$ cat src/rtl/batcharger_ctrl.sv
// -----------------------------------------------------------------------------
// batcharger_ctrl
// Charge-mode sequencer for the battery charger analog front-end.
// Walks IDLE -> TC -> CC -> CV -> END (and END -> TC on recharge) using
// debounced, strobe-qualified ADC comparisons plus a CV safety timer.
// The mode selects tc/cc/cv, done and the state code st are registered and
// decoded from the next state, so they always match the registered state.
// -----------------------------------------------------------------------------
module batcharger_ctrl #(
    parameter int W   = 8,
    parameter int DEB = 4,
    parameter int TW  = 16
) (
    input  logic          clk,
    input  logic          rstz,
    input  logic          en,
    input  logic          vtok,
    input  logic          smpl,
    input  logic [W-1:0]  vbat,
    input  logic [W-1:0]  ibat,
    input  logic [W-1:0]  vcutoff,
    input  logic [W-1:0]  vpreset,
    input  logic [W-1:0]  iend,
    input  logic [W-1:0]  vrestart,
    input  logic [TW-1:0] tmax,
    output logic          tc,
    output logic          cc,
    output logic          cv,
    output logic          done,
    output logic [2:0]    st
);

    // State codes double as the externally visible st value.
    typedef enum logic [2:0] {
        S_IDLE = 3'd0,
        S_TC   = 3'd1,
        S_CC   = 3'd2,
        S_CV   = 3'd3,
        S_END  = 3'd4
    } state_t;

    // Debounce counter is sized for the full 1..15 range of DEB.
    localparam int            CW      = 4;
    localparam logic [CW-1:0] DEB_C   = CW'(DEB);
    localparam logic [CW-1:0] DEB_M1  = CW'(DEB - 1);
    localparam logic [CW-1:0] CNT_ONE = {{(CW-1){1'b0}}, 1'b1};
    localparam logic [TW-1:0] TMR_ONE = {{(TW-1){1'b0}}, 1'b1};
    localparam logic [TW-1:0] TMR_MAX = {TW{1'b1}};

    state_t        state_q, state_d;
    logic [CW-1:0] deb_q, deb_d;
    logic [TW-1:0] tmr_q, tmr_d;

    logic          tc_q, tc_d;
    logic          cc_q, cc_d;
    logic          cv_q, cv_d;
    logic          done_q, done_d;
    logic [2:0]    st_q, st_d;

    logic          abort_s;
    logic          qual_s;
    logic          deb_hit_s;
    logic [TW-1:0] tmax_m1_s;
    logic          tmr_exp_s;
    logic          state_chg_s;

    // Loss of enable or temperature window forces IDLE from anywhere.
    assign abort_s = (~en) | (~vtok);

    // The sample completing the debounce run is the DEB-th consecutive hit.
    assign deb_hit_s = smpl & qual_s & (deb_q >= DEB_M1);

    // CV timer expiry: the timer counts cycles already spent in CV, so
    // matching tmax-1 on an edge means this edge ends the tmax-th cycle.
    assign tmax_m1_s = tmax - TMR_ONE;
    assign tmr_exp_s = (state_q == S_CV) && (tmax != {TW{1'b0}}) && (tmr_q == tmax_m1_s);

    assign state_chg_s = (state_d != state_q);

    // Select the per-state qualifier; compares are unsigned and use live thresholds.
    always_comb begin
        qual_s = 1'b0;
        case (state_q)
            S_TC:    qual_s = (vbat >= vcutoff);
            S_CC:    qual_s = (vbat >= vpreset);
            S_CV:    qual_s = (ibat <= iend);
            S_END:   qual_s = (vbat < vrestart);
            default: qual_s = 1'b0;
        endcase
    end

    // Next-state logic; abort has priority over every other transition.
    always_comb begin
        state_d = state_q;
        if (abort_s) begin
            state_d = S_IDLE;
        end else begin
            case (state_q)
                S_IDLE: begin
                    state_d = S_TC;
                end
                S_TC: begin
                    if (deb_hit_s) begin
                        state_d = S_CC;
                    end else begin
                        state_d = S_TC;
                    end
                end
                S_CC: begin
                    if (deb_hit_s) begin
                        state_d = S_CV;
                    end else begin
                        state_d = S_CC;
                    end
                end
                S_CV: begin
                    // Timer expiry and current qualification both lead to END.
                    if (deb_hit_s || tmr_exp_s) begin
                        state_d = S_END;
                    end else begin
                        state_d = S_CV;
                    end
                end
                S_END: begin
                    if (deb_hit_s) begin
                        state_d = S_TC;
                    end else begin
                        state_d = S_END;
                    end
                end
                default: begin
                    state_d = S_IDLE;
                end
            endcase
        end
    end

    // Debounce counter: cleared on any state change (the coincident sample
    // is dropped), otherwise counts qualifying samples and saturates at DEB.
    always_comb begin
        deb_d = deb_q;
        if (state_chg_s) begin
            deb_d = {CW{1'b0}};
        end else if (smpl) begin
            if (qual_s) begin
                if (deb_q < DEB_C) begin
                    deb_d = deb_q + CNT_ONE;
                end else begin
                    deb_d = deb_q;
                end
            end else begin
                deb_d = {CW{1'b0}};
            end
        end else begin
            deb_d = deb_q;
        end
    end

    // CV safety timer: zero outside CV and on entry, saturating count while in CV.
    always_comb begin
        tmr_d = tmr_q;
        if ((state_q == S_CV) && (state_d == S_CV)) begin
            if (tmr_q == TMR_MAX) begin
                tmr_d = tmr_q;
            end else begin
                tmr_d = tmr_q + TMR_ONE;
            end
        end else begin
            tmr_d = {TW{1'b0}};
        end
    end

    // Output decode from the next state so registered outputs track state_q.
    always_comb begin
        tc_d   = 1'b0;
        cc_d   = 1'b0;
        cv_d   = 1'b0;
        done_d = 1'b0;
        st_d   = state_d;
        case (state_d)
            S_TC:    tc_d   = 1'b1;
            S_CC:    cc_d   = 1'b1;
            S_CV:    cv_d   = 1'b1;
            S_END:   done_d = 1'b1;
            default: begin
                tc_d   = 1'b0;
                cc_d   = 1'b0;
                cv_d   = 1'b0;
                done_d = 1'b0;
            end
        endcase
    end

    // State, debounce, timer and output registers with asynchronous reset.
    always_ff @(posedge clk or negedge rstz) begin
        if (!rstz) begin
            state_q <= S_IDLE;
            deb_q   <= {CW{1'b0}};
            tmr_q   <= {TW{1'b0}};
            tc_q    <= 1'b0;
            cc_q    <= 1'b0;
            cv_q    <= 1'b0;
            done_q  <= 1'b0;
            st_q    <= 3'd0;
        end else begin
            state_q <= state_d;
            deb_q   <= deb_d;
            tmr_q   <= tmr_d;
            tc_q    <= tc_d;
            cc_q    <= cc_d;
            cv_q    <= cv_d;
            done_q  <= done_d;
            st_q    <= st_d;
        end
    end

    assign tc   = tc_q;
    assign cc   = cc_q;
    assign cv   = cv_q;
    assign done = done_q;
    assign st   = st_q;

endmodule

$ cat config.mk
export PLATFORM = sky130hd
export DESIGN_NAME = batcharger_ctrl
export DESIGN_NICKNAME = d
export VERILOG_FILES = /design/src/rtl/batcharger_ctrl.sv
export SDC_FILE = /design/constraint.sdc
export NUM_CORES = 1
export LEC_CHECK = 0
export CORE_UTILIZATION = 40
export CTS_CLUSTER_DIAMETER = 30
export DETAILED_ROUTE_END_ITERATION = 12
export DONT_BUFFER_PORTS = 1
export SETUP_SLACK_MARGIN = 0.1
export SLEW_MARGIN = 30
export SYNTH_ARGS = -nofsm -noshare
export SYNTH_HDL_FRONTEND = slang
export SYNTH_SLANG_ARGS = --single-unit
$ cat constraint.sdc
create_clock -name clk -period 2.1 [get_ports clk]
set_input_delay 0.42 -clock clk [delete_from_list [all_inputs] [get_ports clk]]
set_output_delay 0.42 -clock clk [all_outputs]
set_load 0.02 [all_outputs]
==> key figures <==
Critical path
  – Crit path capture type: flip-flop
  – R2R depth: 9
  – Slowest stage delay, CP: 420 ps
  – R2r endpoint: st[1]$_DFF_PN0_
  – WS Path Type: reg2reg
  – Flop2flop setup slack: -180 ps
  – Critical Path AT: around 2500 ps
  – Worst path required time: between 2000 and 2500 ps
  – CP max stage cell: dfrtp_1
  – Cells along the critical path: xor2_1, a311oi_1, a41oi_1, a2111oi_2, buf_4, nand4_4, buf_6, a21o_1, o211a_1
  – Setup crit start kind: flip-flop
  – CP Max Fanout: 3
  – Reg-to-Reg Start: tmr_q[9]$_DFFE_PN0P_

Timing
  – FMAX: roughly 440 MHz
  – Final Cycle Share: 1.09
  – Worst-Margin Slew: 480 ps
  – Final min period: 2280 ps
  – Max-slew headroom: 0.678
  – Final worst setup slack: -181 ps
  – Slew Viols, Final: 0
  – Final hold violations: 0
  – Fin Clk Skew: 6.33 ps
  – Final setup viols: 25
  – RSZ-0062 raised after global routing: yes

Die
  – Die height: 85.7 µm
  – Width of the die: 85.7 µm
  – Starting density of the core: 0.413
  – Die Footprint: ~0.0073 mm²
  – Site row count: 30
  – Num ports: 76
  – Core Footprint: 0.00679 mm²

Power
  – Int Pwr: 813 µW
  – Design Power: roughly 1100 µW
  – Seq pwr share: 0.460
  – Max rail drop VDD: 0.219 mV
  – Combinational share of power: 0.274
  – Power per standard cell area: slightly below 300 mW/mm²
  – Clock Power Share: 0.265
  – Net Switching: 335 µW
  – Lkg Pwr: 0.00171 µW
  – Switching Share: 0.292

Yosys
  – Post-Synthesis Cells: 337
  – Post-Syn Area: 0.00280 mm²
  – Syn avg cell area: 8.32 µm²
  – Synth warnings: 0
  – FFs w/ async S/R, synth: 1.00
  – Synth Flop Type: dfrtp_1
  – Sequential-to-total area share from yosys stat: 0.241
  – Net Count, Synth: between 400 and 500
  – Post-synth EDFFs: 0
  – #FFs+latches synth: 27
  – Synth unique cells: 63

Drt
  – Detailed-route wire length: 7600 µm
  – Wire length per cell: ~16 µm
  – Initial DRT Pass Iterations: 4
  – Routed vias: 2695
  – Drc violations: 0
  – DRT antenna net count: 0
  – DRT iter0 DRCs: 92
  – Via density: 5.52

Global route
  – Largest net degree at the start of global routing: 28
  – GR Overflow Total: 0
  – First-pass GRT wire length: approximately 12000 µm
  – Initial antenna violation count: 0
  – Vias in the first global route: 2729
  – Total track usage: 0.204

Min path
  – HP Start: smpl
  – Min-Delay Path Class: in2reg
  – Hold path depth: 2
  – Hold EP: deb_q[1]$_DFFE_PN0P_

Clocking
  – H-Tree Level Count: 1
  – Clk root buf: clkbuf_8
  – Clk sinks: 27
  – Clk_lat worst skew: around 280 ps
  – CTS Buf Count: 3
  – CTS tree: built
  – Maximum clock path buffer count: 2
  – Clock transition at path regs: 100 ps

Placed design
  – Worst slack at placement: -593 ps
  – Detail Placement HPWL: approximately 5700 µm
  – Buffers on Ports: 0
  – GPL Wtd Cong: 0.768
  – Placed insts: 473

Outcome
  – Failing checks: setup timing
  – Status: finished with violations

Final layout
  – Share of cells above drive strength 1: 0.339
  – Area growth from synthesis to layout: 39.3%
  – # nets final: 497
  – Non-Filler Instances: around 490
  – Inserted Diodes: 0

Run
  – Max-cap violations: 0
[per-stage QoR]
stage	hold WS, ps	util	setup TNS (ps)	instance area [µm²]
finish	326	0.575	-3480	3910
global route	322	0.575	-5750	3910
CTS	308	0.542	-3130	3680
detailed placement	125	0.503	-12270	3420
global placement	125	0.503	-11730	3420
floorplan	124	-	-9950	2990
[power by group through the flow]
stage / clock [µW] / combinational, µW / sequential (µW)
after floorplan: 0 / 198 / 538
after global placement: 0 / 253 / 539
after detailed placement: 0 / 262 / 539
after CTS: 314 / 302 / 529
after global routing: 329 / 359 / 529
final: 305 / 315 / 529
[layout by cell type (no fill, tap or decap), types with 4 or more instances in the layout]
cell type	netlist	layout
a21oi_1	12	10
nand3_1	9	8
inv_1	42	37
nor2_2	0	9
nor3_1	5	4
nand4_1	11	11
ha_1	35	29
nor2b_1	4	4
buf_4	0	46
a211oi_2	0	6
xor2_1	18	17
buf_6	0	11
mux2i_1	4	4
nor2_1	34	21
o21ai_0	11	8
nor2_4	0	4
and2_1	5	4
ha_4	0	5
nand2_1	14	14
and3_1	6	5
dfrtp_1	27	26
xnor2_1	11	11
nand2b_1	5	4
[logic make-up after synthesis]
logic type | share of synthesized area
adder cells (fa/ha/maj) | 0.156
AO/OA/AOI/OAI | 0.180
buffers and inverters | 0.0692
AND/OR/NAND/NOR | 0.245
flip-flops | 0.241
XOR/XNOR | 0.0906
multiplexers | 0.0183
[metal layers]
| metal | vias up | GRT usage | wire length [µm] |
|---|---|---|---|
| met5 | - | 0 | 0 |
| met4 | 0 | 0.0470 | 74 |
| met3 | 7 | 0.0269 | 315 |
| met2 | 82 | 0.398 | 4130 |
| met1 | 1272 | 0.235 | 3080 |
| li1 | 1334 | - | - |
[worst max-delay path, delay by kind of cell (launching register included)]
family,cells,cell delay [ps]
compound gates,5,1140
xor+xnor,1,170
buf+inv,2,340
flops,1,420
simple gates,1,110
[final cells by class]
class	count	area [µm²]
flip-flops and latches	27	677
multi-input cells	259	2360
clock inverters	1	7.51
well taps	96	120
fillers	619	2890
inverters	42	180
clock buffers	3	41.3
repair buffers	60	519
[synthesized netlist by cell type (all sizes together), types with 3 or more instances]
| cell type | number | area [µm²] |
|---|---|---|
| dfrtp | 27 | 676 |
| a311oi | 4 | 35.0 |
| a21oi | 12 | 60.1 |
| ha | 35 | 438 |
| inv | 42 | 158 |
| nand3 | 9 | 45.0 |
| o21ai | 12 | 60.1 |
| xor2 | 18 | 158 |
| a2111oi | 4 | 35.0 |
| a31oi | 3 | 18.8 |
| nor2b | 4 | 25.0 |
| nor2 | 34 | 128 |
| o31ai | 3 | 22.5 |
| nor4 | 7 | 65.1 |
| nand4 | 13 | 103 |
| and2 | 5 | 31.3 |
| mux2i | 4 | 40.0 |
| nor3 | 6 | 35.0 |
| a211oi | 9 | 67.6 |
| nand2b | 5 | 31.3 |
| nand3b | 3 | 22.5 |
| xnor2 | 11 | 96.3 |
| and3 | 6 | 37.5 |
| nand2 | 14 | 52.6 |
| clkbuf | 7 | 26.3 |
[worst max-delay path by stage]
stage,start,end
2_1_floorplan,tmax[0],st[1]$_DFF_PN0_
3_3_place_gp,tmax[1],deb_q[0]$_DFFE_PN0P_
3_5_place_dp,tmax[1],deb_q[0]$_DFFE_PN0P_
4_1_cts,tmr_q[6]$_DFFE_PN0P_,st[2]$_DFF_PN0_
5_1_grt,tmr_q[6]$_DFFE_PN0P_,tmr_q[3]$_DFFE_PN0P_
6_report,tmr_q[9]$_DFFE_PN0P_,st[1]$_DFF_PN0_
[sequential cells by signal, summed over array words and instances (netlist names)]
| signal | cells |
|---|---|
| tmr_q | 16 |
| deb_q | 4 |
| st | 3 |
| cc | 1 |
| cv | 1 |
| done | 1 |
| tc | 1 |
[timing repair]
item,CTS,global route
gates resized for setup,27,45
pin swaps,15,17
endpoints found under the hold margin,27,0
endpoints found under the setup margin,26,27
hold buffers,2,0
buffers inserted,4,6
No activity file was read; power rests on OpenSTA's default activity.
